`src/rtl/rv32f_sequencer_if.sv`:
```
// Decode-to-sequencer handshake and sequencer-to-datapath strobes.
// master: decode/driver side; slave: the sequencer itself.
interface rv32f_sequencer_if;
  logic        iVALID;
  logic [31:0] iIR;
  logic        oREADY;
  logic        oSTALL;
  logic [31:0] oIR;
  logic        oRAM_CE;
  logic        oRAM_RD;
  logic        oRAM_WR;
  logic        oFRF_WE;
  logic        oXRF_WE;
  logic        oDONE;
  logic        oILLEGAL;

  modport master (
    output iVALID, iIR,
    input  oREADY, oSTALL, oIR,
    input  oRAM_CE, oRAM_RD, oRAM_WR,
    input  oFRF_WE, oXRF_WE,
    input  oDONE, oILLEGAL
  );

  modport slave (
    input  iVALID, iIR,
    output oREADY, oSTALL, oIR,
    output oRAM_CE, oRAM_RD, oRAM_WR,
    output oFRF_WE, oXRF_WE,
    output oDONE, oILLEGAL
  );
endinterface

```
`src/rtl/rv32f_sequencer.sv`:
```
// RV32F multi-cycle issue controller: classifies, sequences, stalls.
// Ports: iCLK, iRST (sync, high), bus = rv32f_sequencer_if.slave.
module rv32f_sequencer #(
  parameter int ADD_LAT  = 2,
  parameter int MUL_LAT  = 3,
  parameter int FMA_LAT  = 4,
  parameter int DIV_LAT  = 12,
  parameter int SQRT_LAT = 16,
  parameter int MEM_LAT  = 1
) (
  input  logic iCLK,
  input  logic iRST,
  rv32f_sequencer_if.slave bus
);

  typedef enum logic [1:0] {
    IDLE, EXEC, MEM, WB
  } state_t;

  localparam logic [4:0] CADD  = 5'(ADD_LAT - 1);
  localparam logic [4:0] CMUL  = 5'(MUL_LAT - 1);
  localparam logic [4:0] CFMA  = 5'(FMA_LAT - 1);
  localparam logic [4:0] CDIV  = 5'(DIV_LAT - 1);
  localparam logic [4:0] CSQRT = 5'(SQRT_LAT - 1);
  localparam logic [4:0] CMEM  = 5'(MEM_LAT - 1);

  state_t     state;
  logic [4:0] cnt;
  logic       wbF;
  logic       wbX;
  logic       ready;
  logic       accept;

  logic [6:0] opc;
  logic [6:0] f7;
  logic [4:0] rs2;
  logic [2:0] rm;

  logic       dLegal;
  logic       dMem;
  logic       dStore;
  logic       dF;
  logic       dX;
  logic [4:0] dCnt;

  assign opc = bus.iIR[6:0];
  assign rm  = bus.iIR[14:12];
  assign rs2 = bus.iIR[24:20];
  assign f7  = bus.iIR[31:25];

  always_comb begin
    dLegal = 1'b0;
    dMem   = 1'b0;
    dStore = 1'b0;
    dF     = 1'b0;
    dX     = 1'b0;
    dCnt   = 5'd0;
    unique case (1'b1)
      (opc == 7'b0000111): begin
        dLegal = 1'b1;
        dMem   = 1'b1;
        dF     = 1'b1;
        dCnt   = CMEM;
      end
      (opc == 7'b0100111): begin
        dLegal = 1'b1;
        dMem   = 1'b1;
        dStore = 1'b1;
        dCnt   = CMEM;
      end
      (opc == 7'b1000011),
      (opc == 7'b1000111),
      (opc == 7'b1001011),
      (opc == 7'b1001111): begin
        dLegal = 1'b1;
        dF     = 1'b1;
        dCnt   = CFMA;
      end
      (opc == 7'b1010011): begin
        unique case (f7)
          7'b0000000,
          7'b0000100: begin
            dLegal = 1'b1;
            dCnt   = CADD;
          end
          7'b0001000: begin
            dLegal = 1'b1;
            dCnt   = CMUL;
          end
          7'b0001100: begin
            dLegal = 1'b1;
            dCnt   = CDIV;
          end
          7'b0101100: begin
            dLegal = (rs2 == 5'd0);
            dCnt   = CSQRT;
          end
          7'b0010100: dLegal = (rm <= 3'd1);
          7'b0010000: dLegal = (rm <= 3'd2);
          7'b1101000: dLegal = (rs2 <= 5'd1);
          7'b1111000:
            dLegal = (rs2 == 5'd0) && (rm == 3'd0);
          7'b1100000: begin
            dLegal = (rs2 <= 5'd1);
            dX     = 1'b1;
          end
          7'b1110000: begin
            dLegal = (rm <= 3'd1);
            dX     = 1'b1;
          end
          7'b1010000: begin
            dLegal = (rm <= 3'd2);
            dX     = 1'b1;
          end
          default: dLegal = 1'b0;
        endcase
        dF = ~dX;
      end
      default: dLegal = 1'b0;
    endcase
  end

  assign ready = ~iRST & ((state == IDLE) | (state == WB));
  assign accept = bus.iVALID & ready;
  assign bus.oREADY = ready;
  assign bus.oSTALL = bus.iVALID & ~ready;

  always_ff @(posedge iCLK) begin
    if (iRST) begin
      state        <= IDLE;
      cnt          <= 5'd0;
      wbF          <= 1'b0;
      wbX          <= 1'b0;
      bus.oIR      <= 32'd0;
      bus.oRAM_CE  <= 1'b0;
      bus.oRAM_RD  <= 1'b0;
      bus.oRAM_WR  <= 1'b0;
      bus.oFRF_WE  <= 1'b0;
      bus.oXRF_WE  <= 1'b0;
      bus.oDONE    <= 1'b0;
      bus.oILLEGAL <= 1'b0;
    end else begin
      bus.oRAM_WR  <= 1'b0;
      bus.oFRF_WE  <= 1'b0;
      bus.oXRF_WE  <= 1'b0;
      bus.oDONE    <= 1'b0;
      bus.oILLEGAL <= 1'b0;
      unique case (state)
        EXEC: begin
          if (cnt == 5'd0) begin
            state       <= WB;
            bus.oDONE   <= 1'b1;
            bus.oFRF_WE <= wbF;
            bus.oXRF_WE <= wbX;
          end else begin
            cnt <= cnt - 5'd1;
          end
        end
        MEM: begin
          if (cnt == 5'd0) begin
            state       <= WB;
            bus.oDONE   <= 1'b1;
            bus.oFRF_WE <= wbF;
            bus.oRAM_CE <= 1'b0;
            bus.oRAM_RD <= 1'b0;
          end else begin
            cnt <= cnt - 5'd1;
          end
        end
        default: begin
          // IDLE and WB both accept; WB chains straight into the next op.
          if (accept) begin
            bus.oIR <= bus.iIR;
            wbF     <= dF;
            wbX     <= dX;
            cnt     <= dCnt;
            if (!dLegal) begin
              state        <= IDLE;
              bus.oILLEGAL <= 1'b1;
              wbF          <= 1'b0;
              wbX          <= 1'b0;
            end else if (dMem) begin
              state       <= MEM;
              bus.oRAM_CE <= 1'b1;
              bus.oRAM_RD <= ~dStore;
              bus.oRAM_WR <= dStore;
            end else begin
              state <= EXEC;
            end
          end else begin
            state <= IDLE;
          end
        end
      endcase
    end
  end

endmodule

```
`src/flat_wrapper.sv`:
```
// flat-port wrapper written by rule: the top's interface ports become plain ports
module rv32f_sequencer_flat 
#(
  parameter int ADD_LAT  = 2,
  parameter int MUL_LAT  = 3,
  parameter int FMA_LAT  = 4,
  parameter int DIV_LAT  = 12,
  parameter int SQRT_LAT = 16,
  parameter int MEM_LAT  = 1
)
  (iCLK, iRST, bus_iVALID, bus_iIR, bus_oREADY, bus_oSTALL, bus_oIR, bus_oRAM_CE, bus_oRAM_RD, bus_oRAM_WR, bus_oFRF_WE, bus_oXRF_WE, bus_oDONE, bus_oILLEGAL);
  rv32f_sequencer_if bus_i ();
  input  logic iCLK;
  input  logic iRST;
  input wire logic [$bits(bus_i.iVALID)-1:0] bus_iVALID;
  input wire logic [$bits(bus_i.iIR)-1:0] bus_iIR;
  output wire logic [$bits(bus_i.oREADY)-1:0] bus_oREADY;
  output wire logic [$bits(bus_i.oSTALL)-1:0] bus_oSTALL;
  output wire logic [$bits(bus_i.oIR)-1:0] bus_oIR;
  output wire logic [$bits(bus_i.oRAM_CE)-1:0] bus_oRAM_CE;
  output wire logic [$bits(bus_i.oRAM_RD)-1:0] bus_oRAM_RD;
  output wire logic [$bits(bus_i.oRAM_WR)-1:0] bus_oRAM_WR;
  output wire logic [$bits(bus_i.oFRF_WE)-1:0] bus_oFRF_WE;
  output wire logic [$bits(bus_i.oXRF_WE)-1:0] bus_oXRF_WE;
  output wire logic [$bits(bus_i.oDONE)-1:0] bus_oDONE;
  output wire logic [$bits(bus_i.oILLEGAL)-1:0] bus_oILLEGAL;
  assign bus_i.iVALID = bus_iVALID;
  assign bus_i.iIR = bus_iIR;
  assign bus_oREADY = bus_i.oREADY;
  assign bus_oSTALL = bus_i.oSTALL;
  assign bus_oIR = bus_i.oIR;
  assign bus_oRAM_CE = bus_i.oRAM_CE;
  assign bus_oRAM_RD = bus_i.oRAM_RD;
  assign bus_oRAM_WR = bus_i.oRAM_WR;
  assign bus_oFRF_WE = bus_i.oFRF_WE;
  assign bus_oXRF_WE = bus_i.oXRF_WE;
  assign bus_oDONE = bus_i.oDONE;
  assign bus_oILLEGAL = bus_i.oILLEGAL;
  rv32f_sequencer #(.ADD_LAT(ADD_LAT), .MUL_LAT(MUL_LAT), .FMA_LAT(FMA_LAT), .DIV_LAT(DIV_LAT), .SQRT_LAT(SQRT_LAT), .MEM_LAT(MEM_LAT)) u_core (.iCLK(iCLK), .iRST(iRST), .bus(bus_i));
endmodule
```
`config.mk`:
```
export PLATFORM = sky130hd
export DESIGN_NAME = rv32f_sequencer_flat
export DESIGN_NICKNAME = d
export VERILOG_FILES = /design/src/rtl/rv32f_sequencer_if.sv /design/src/rtl/rv32f_sequencer.sv /design/src/flat_wrapper.sv
export SDC_FILE = /design/constraint.sdc
export NUM_CORES = 1
export LEC_CHECK = 0
export CAP_MARGIN = 20
export CORE_AREA = 2 2 71 73
export CTS_CLUSTER_SIZE = 30
export DETAILED_ROUTE_END_ITERATION = 8
export DIE_AREA = 0 0 73 75
export PLACE_DENSITY_LB_ADDON = 0.05
export REMOVE_ABC_BUFFERS = 1
export SETUP_SLACK_MARGIN = 0.15
export SLEW_MARGIN = 40
export SYNTH_ARGS = -nofsm -noshare
export SYNTH_HDL_FRONTEND = slang
export SYNTH_SLANG_ARGS = --single-unit
```
`constraint.sdc`:
```
create_clock -name iCLK -period 5 [get_ports iCLK]
set_input_delay 0.5 -clock iCLK [delete_from_list [all_inputs] [get_ports iCLK]]
set_output_delay 0.5 -clock iCLK [all_outputs]
set_load 0.02 [all_outputs]
```
# Word-level counts from Yosys, hierarchy flattened
# Index checks and enable logic that the tools add are counted.
# W data, S select, Z words.
[totals] ff_bits=48 output_inout_bits=41 wordCells=114
[classes] n_addsub=1 n_lt_le_gt_ge=3 n_eq_ne=24 n_mux=31 n_bitwise=14 reduce_logical=29
[ops] cell="$eq A7 B7 Y1 const B" count=10
[ops] cell="$mux W1" count=16
[ops] cell="$pmux W4 S4" count=1
[ops] cell="$mux W5" count=3
[ops] cell="$eq A7 B3 Y1 const B" count=2
[ops] cell="$eq A7 B4 Y1 const B" count=2
[ops] cell="$eq A7 B5 Y1 const B" count=2
[ops] cell="$eq A7 B6 Y1 const B" count=2
[ops] cell="$reduce_or A2 Y1" count=7
[ops] cell="$reduce_or A4 Y1" count=3
[ops] cell="$reduce_or A6 Y1" count=2
[ops] cell="$logic_not A5 Y1" count=2
[ops] cell="$mux W2" count=5
[ops] cell="$not A1 Y1" count=10
[ops] cell="$pmux W5 S2" count=1
[ops] cell="$reduce_or A3 Y1" count=3
[ops] cell="$pmux W1 S2" count=4
[ops] cell="$reduce_bool A2 Y1" count=4
[ops] cell="$logic_not A7 Y1" count=1
[ops] cell="$pmux W1 S6" count=1
[ops] cell="$le A5 B1 Y1 const B" count=1
[ops] cell="$reduce_and A5 Y1" count=1
[ops] cell="$reduce_or A5 Y1" count=1
[ops] cell="$sub A5 B1 Y5 const B" count=1
[ops] cell="12 further kinds" count=17

# Depth between registers and ports, before layout
# Gate-level depths: netlist of the first run.
[logic_depth] word_depth=7 ltp_mapped=9

# Worst setup path after synthesis of the first run
# No wires, ideal clock.
[synth_timing] path_kind="flip-flop to flip-flop" from="reg u_core.state[0]" to="reg u_core.bus.oRAM_RD" setup_ps=132 arrival_time_ps=1992 t_required_ps=4868 path_slack_ps=2876 path_stages_with_launch=10 path_buffers=2 synth_period_minus_slack_ps=2124 path_cell_list="dfxtp_1 > inv_1 > ha_1 > clkbuf_1 > nor2b_1 > and2_1 > buf_2 > a21oi_1 > o31ai_1 > a21oi_1"
[synth_between] elab_chain_cells=6
[synth_lines] element="start, declared" line="rv32f_sequencer.sv:27" text="state_t state;"
[synth_lines] element="start signal, assigned" line="rv32f_sequencer.sv:130" text="state <= IDLE;"
[synth_lines] element="start signal, assigned" line="rv32f_sequencer.sv:151" text="state <= WB;"
[synth_lines] element="start signal, assigned" line="rv32f_sequencer.sv:161" text="state <= WB;"
[synth_lines] element="$eq A2 B2 Y1 or $logic_not A2 Y1 (tied branches)" line="rv32f_sequencer.sv:123" text="assign ready = ~iRST & ((state == IDLE) | (state == WB));"
[synth_lines] element="$or A1 B1 Y1 (*)" line="rv32f_sequencer.sv:123"
[synth_lines] element="$and A1 B1 Y1 (*)" line="rv32f_sequencer.sv:123"
[synth_lines] element="net bus_oREADY" line="flat_wrapper.sv:17" text="output wire logic [$bits(bus_i.oREADY)-1:0] bus_oREADY;"
[synth_lines] element="$and A1 B1 Y1 (*)" line="rv32f_sequencer.sv:124" text="assign accept = bus.iVALID & ready;"
[synth_lines] element="$reduce_bool A2 Y1 (no line) (*)"
[synth_lines] element="$reduce_and A5 Y1 (no line) (*)"
[synth_lines] element="end signal, assigned" line="rv32f_sequencer.sv:185" text="bus.oRAM_RD <= ~dStore;"
[synth_lines] element="end, declared" line="rv32f_sequencer_if.sv:28" text="output oRAM_CE, oRAM_RD, oRAM_WR,"
# Mark *: on every way through the listed nets, which the timed path passes. The rest lies on a longest branch.
# A chain may end at the register's enable or synchronous reset.

# Worst setup path after layout of the first run
[layout_timing] from="reg u_core.state[0]" to="out bus_oREADY"
[layout_between] elab_chain_cells=3
[layout_lines] element="$eq A2 B2 Y1 or $logic_not A2 Y1 (tied branches)" line="rv32f_sequencer.sv:123"
[layout_lines] element="$or A1 B1 Y1 (*)" line="rv32f_sequencer.sv:123"
[layout_lines] element="$and A1 B1 Y1 (*)" line="rv32f_sequencer.sv:123"
[layout_lines] element="end, declared" line="flat_wrapper.sv:17"
# Every way passes the cells marked *; elsewhere a longest branch is shown, timed or not.

==> metrics.cfg, run 1 <==
[logic_synthesis]
synth_top_area_share = 0.441
synth_edf_count = 0
yosysUniqueCellTypes = 53
yosys.area.top_type = dfxtp_1
ys.flop_type = dfxtp_1
async_flop_share = 0
netlist_instances = 273
avgSynthCellArea_um2 = 7.97
ys_ff_latch = 48
yosys_warnings = 0
syn-cell-area_um2 = 2180
synthTopCellsByArea = dfxtp_1, nand2_1, nand3_1
ys_seq_area_frac = 0.441

[run]
max-cap-violations = 0

[sta]
finalSetupViolCount = 0
setup_tns_ps = 0
fin_hold_ws_ps = 453
relSlewSlack = 0.535
rsz0062_at_grt = false
slew_viol_final = 0
finalHoldViolations = 0
fin_crit_sh = 0.533
fin_worst_skew_ps = 4.77
worst_pin_slew_ps = 695
min_period_ps = 2670
fmax_mhz = 375

[final_layout]
finalNetCount = 379
antenna_cells = 0
post-route-util = 0.656
instances_no_fill = 395
area_delta_synth_final_pct = 40.5
layout-drive-gt1-share = 0.0528

[setup_path]
crit_type = flop to output port
cp-end-kind = output port
worst_path_max_delay_cell = clkdlybuf4s50_1
required_ps = 4500
crit_path_max_incr_delay_ps = 640
cp-start-kind = flop
path_cells = inv_1 -> ha_1 -> nor2b_1 -> clkdlybuf4s50_1
arrival_ps = 2170
cp_max_fo = 17

[floorplan]
core_um2 = 4660
rows = 25
dieArea_um2 = 5480
num_io_pins = 76
fp.dieW_um = 73
start_util = 0.467
die_h_um = 75

[worst_hold_path]
worstHoldPathType = flop to flop

[global_routing]
grtUsageTotal = 0.199
antenna_found_initial = 0
grt.overflow.total = 0
grt_pass1_vias = 1959
grt_max_degree = 39
grt_pass1_wl_mm = 8.65

[place]
dp_cells = 387
place.gp.congestion = 0.790
port-buffer-count = 75
hpwl_mm = 3.75

[cts]
cts-root-buf = clkbuf_8
clock_sinks = 48
ctsResizeCount = 0
cts_htree_levels = 2
cts_tree = done
cts.clk_slew.worst_paths_ps = 90
cts_hold_buf = 0
numCtsBuffers = 5
cts_setup_buffers = 0
clock_path_buffers = 2
clk-insertion-delay-late_ps = 290

[route]
drt-initial-drc-count = 58
drc = 0
wl_mm = 5.30
route.vias.total = 2107
post_drt_wl_per_cell_um = 13.4
drtAntennaViolNets = 0
drt-pass1-iter-count = 4
post_drt_via_cell_ratio = 5.33

[run_status]
outcome = completed

[pwr]
vdd_drop_max_mv = 0.183
leakagePower_nw = 1.24
power_density_nw_per_um2 = 341

==> critical path, delay by kind of cell, from the launching register on <==
kind	cells	cell delay [ps]
DFF	1	360
adders and majority gates	1	570
and+or+nand+nor	1	260
buffers and inverters	2	690
==> routing by layer <==
metal,vias to the layer above,global-route usage,part of all wire
met5,-,0,0
met4,0,0.0679,0.013
met3,8,0.0576,0.056
met2,57,0.318,0.46
met1,965,0.259,0.47
li1,1077,-,-
==> worst paths after layout <==
| kind | depth (start not counted) | from | slack [ps] | end |
|---|---|---|---|---|
| min | 2 | u_core.bus.oIR[17]$_SDFFE_PP0P_ | 450 | u_core.bus.oIR[17]$_SDFFE_PP0P_ |
| max reg2reg | 7 | u_core.state[0]$_SDFFE_PP0P_ | 2490 | u_core.bus.oRAM_RD$_SDFFE_PP0P_ |
| min reg2reg | 2 | u_core.bus.oIR[17]$_SDFFE_PP0P_ | 450 | u_core.bus.oIR[17]$_SDFFE_PP0P_ |
| max | 4 | u_core.state[0]$_SDFFE_PP0P_ | 2330 | bus_oREADY |
==> placed cells by master (no fill, tap or decap), types with 2 or more instances in the layout <==
| cell | n |
|---|---|
| and2_1 | 2 |
| a211oi_1 | 2 |
| and3_1 | 5 |
| nand2_1 | 72 |
| nand2b_1 | 3 |
| o21ai_1 | 2 |
| nor3_1 | 7 |
| and4b_1 | 2 |
| inv_1 | 5 |
| o21ai_0 | 8 |
| nand3b_1 | 2 |
| nand3_1 | 36 |
| dfxtp_1 | 48 |
| buf_4 | 2 |
| a22oi_1 | 2 |
| clkinv_2 | 2 |
| nor4b_2 | 2 |
| nor3b_1 | 2 |
| a21oi_1 | 7 |
| nor2_1 | 11 |
| o31ai_1 | 2 |
| clkdlybuf4s50_1 | 75 |
| clkbuf_8 | 5 |
| nor2b_1 | 4 |
| ha_1 | 4 |
==> cells in the mapped netlist (2+ instances only) <==
master     n
o21ai_1    2
nand3b_1   2
nor2b_1    4
nor3_1     7
and2_1     2
nand2_1   72
a211oi_1   2
and3_1     5
buf_2      3
and4b_1    2
nor3b_1    2
buf_1      2
a22oi_1    2
ha_1       4
dfxtp_1   48
inv_1      5
nand3_1   36
a21oi_1    7
nor2_1    11
o31ai_1    2
nand2b_1   3
o21ai_0    8
clkbuf_1  12
==> power by group <==
| part | leakage, nW | internal (mW) | total [mW] | switching [mW] |
|---|---|---|---|---|
| clock network | 0.0552 | 0.149 | 0.275 | 0.126 |
| registers | 0.394 | 0.426 | 0.451 | 0.0245 |
| logic | 0.792 | 0.143 | 0.316 | 0.173 |
==> state kept, by name, summed over array words and instances (netlist names) <==
signal,count
u_core.bus.oDONE,1
u_core.bus.oFRF_WE,1
u_core.bus.oILLEGAL,1
u_core.bus.oIR,32
u_core.bus.oRAM_CE,1
u_core.bus.oRAM_RD,1
u_core.bus.oRAM_WR,1
u_core.bus.oXRF_WE,1
u_core.cnt,5
u_core.state,2
u_core.wbF,1
u_core.wbX,1
==> area by class of cell <==
class	instances	area (µm²)
clock buffer	6	72.6
clock inverter	2	35.0
fill	413	1600
inverter	6	23.8
multi-input combinational	202	1130
sequential	48	961
tap	54	67.6
timing repair buffer	77	766
==> stage by stage <==
stage                     power (mW)  setup WS [ps]  instance area [µm²]
after floorplan                0.623           2220                 2110
after global placement         0.769           2180                 2940
after detailed placement       0.776           2250                 2950
after CTS                       1.05           2310                 3060
after global routing            1.10           2170                 3060
final                           1.04           2330                 3060
==> logic make-up after synthesis <==
kind of cell / count (synthesis) / share of synthesized area
buffers and inverters: 23 / 0.0414
AND/OR/NAND/NOR: 158 / 0.356
adder cells (fa/ha/maj): 4 / 0.0230
multiplexers: 1 / 0.00460
flip-flops: 48 / 0.441
XOR/XNOR: 1 / 0.00402
AO/OA/AOI/OAI: 38 / 0.130
(Power assumes the default switching activity.)
==> inputs of run 2 (changes only) <==
Settings changed: CORE_AREA 2 2 71 73 to 2 2 73 75, DIE_AREA 0 0 73 75 to 0 0 75 77.
Clock period 5 ns to 2.8 ns, I/O delays scaled along.
==> run 2 against run 1 <==
Against the previous run:
- design area rose by 2.3%
- die area rose by 5.5%
- critical path depth rose by 1
- final cell count rose by 5.8%
- register-to-register slack got worse by 1500 ps
- core utilization fell by 2.8 points
- critical endpoint is now bus_oSTALL
- largest power group unchanged
==> metrics.cfg, run 2 (synthesis gave the netlist of run 1 again) <==
[sta]
finalSetupViolCount = 0
finalHoldViolations = 0
rsz0062_at_grt = false
slew_viol_final = 0
setup_tns_ps = 0
fin_crit_sh = 0.778
relSlewSlack = 0.698
worst_pin_slew_ps = 450
min_period_ps = 2180
fmax_mhz = 459
fin_worst_skew_ps = 10.5

[pwr]
power_mw = 1.89
netSwitchingFraction = 0.316
p_int_mw = 1.30
pwr-share-seq = 0.424
pwr-share-comb = 0.309
power_density_nw_per_um2 = 606
switchingPower_uw = 599
leakagePower_nw = 1.27
clkPwrFrac = 0.267
vdd_drop_max_mv = 0.387

[global_routing]
grt_pass1_vias = 2046
grt.overflow.total = 0
grtUsageTotal = 0.209
grt_pass1_wl_mm = 9.48
antenna_found_initial = 0
grt_max_degree = 38
top_usage_layer = met2
grt_util_met1 = 0.271
grt_use_met3 = 0.0815
grtUsageMet2 = 0.324

[worst_hold_path]
whs_endpoint = u_core.bus.oIR[18]$_SDFFE_PP0P_
worstHoldPathType = flop to flop
holdPathStages = 2
min-delay-start = u_core.bus.oIR[18]$_SDFFE_PP0P_

[floorplan]
dieArea_um2 = 5780
die_h_um = 77
fp.dieW_um = 75
num_io_pins = 76
rows = 26
start_util = 0.437
core_um2 = 4980

[route]
route.vias.total = 2133
drc = 0
drt-pass1-iter-count = 4
wl_mm = 5.58
post_drt_via_cell_ratio = 5.10
post_drt_wl_per_cell_um = 13.4
drt-initial-drc-count = 57
drtAntennaViolNets = 0

[final_layout]
layout-drive-gt1-share = 0.0690
reg.largest.list = u_core.bus.oIR x32, u_core.cnt x5, u_core.state x2
final_cell_mix = clkdlybuf4s50_1, nand2_1, dfxtp_1, nand3_1, nor2_1
regArea_um2 = 961
finalNetCount = 386
fill_cells = 487
area_delta_synth_final_pct = 43.6
antenna_cells = 0
mostFrequentLayoutCell = clkdlybuf4s50_1
multi_input_area_um2 = 1130
top_register = u_core.bus.oIR
largest_reg_flops = 32

[cts]
cts_tree = done
ctsResizeCount = 0
numCtsBuffers = 5
clock_path_buffers = 2
clk-insertion-delay-late_ps = 300
cts.clk_slew.worst_paths_ps = 100
clock_sinks = 48
cts-root-buf = clkbuf_8
cts_htree_levels = 2
cts_setup_buffers = 0
cts_hold_buf = 0

[setup_path]
cp_max_fo = 3
arrival_ps = 1900
crit_type = flop to output port
cp-end-kind = output port
reg2reg_from = u_core.state[0]$_SDFFE_PP0P_
r2r-end = u_core.cnt[2]$_SDFFE_PP0P_
r2r_setup_slack_ps = 980
cp-start-kind = flop
required_ps = 2520
r2r_cells = 7

[place]
place.gp.congestion = 0.810
hpwl_mm = 3.98
port-buffer-count = 75

[run]
max-cap-violations = 0

[run_status]
outcome = completed

## run 2: cell types whose count changed in the layout (fill, tap and decap cells not counted)
cell,change
clkbuf_1,-1
nor4b_2,-1
clkinv_2,-1
buf_4,+7
nor4b_1,+1
clkinv_1,+1
clkinvlp_4,+1
## run 2: how the worst max path moves through the flow
| stage | start | to | slack [ps] | cells past startpoint |
|---|---|---|---|---|
| after floorplan | u_core.state[0]$_SDFFE_PP0P_ | u_core.bus.oRAM_RD$_SDFFE_PP0P_ | 20 | 7 |
| after global placement | bus_iIR[27] | u_core.bus.oILLEGAL$_SDFF_PP0_ | 550 | 6 |
| after detailed placement | bus_iIR[27] | u_core.bus.oILLEGAL$_SDFF_PP0_ | 510 | 6 |
| after CTS | u_core.state[0]$_SDFFE_PP0P_ | bus_oSTALL | 610 | 5 |
| after global routing | u_core.state[0]$_SDFFE_PP0P_ | bus_oSTALL | 510 | 5 |
| final | u_core.state[0]$_SDFFE_PP0P_ | bus_oSTALL | 620 | 5 |
## run 2: metal layers
| metal | up-vias | wire, µm |
|---|---|---|
| met5 | - | 0 |
| met4 | 0 | 54 |
| met3 | 5 | 406 |
| met2 | 51 | 2600 |
| met1 | 988 | 2520 |
| li1 | 1089 | - |
## run 2: final cells by class
type / count / area share
multi-input combinational: 202 / 0.360
sequential: 48 / 0.307
timing repair buffer: 84 / 0.262
tap: 70 / 0.0280
clock buffer: 5 / 0.0220
clock inverter: 3 / 0.0136
inverter: 6 / 0.00720
## run 2: power by group through the flow
stage	sequential [mW]	combinational, mW	clock, mW
2_1_floorplan	0.896	0.216	0
3_3_place_gp	0.816	0.584	0
3_5_place_dp	0.820	0.588	0
4_1_cts	0.804	0.591	0.515
5_1_grt	0.814	0.642	0.539
6_report	0.803	0.585	0.505
## run 2: metrics by stage
stage	utilization	area (µm²)	hold slack (ps)	std cells	setup WS, ps
2_1_floorplan	-	2110	349	256	21.3
3_3_place_gp	0.606	3020	440	410	546
3_5_place_dp	0.606	3020	446	410	512
4_1_cts	0.628	3130	460	418	609
5_1_grt	0.628	3130	478	418	509
6_report	0.628	3130	455	418	622
## run 2: worst max-delay path: stages (launching register included)
cell	delay, ps
dfxtp_1	380
inv_1	60
ha_1	300
nor2b_1	150
nor2b_1	100
clkdlybuf4s50_1	600
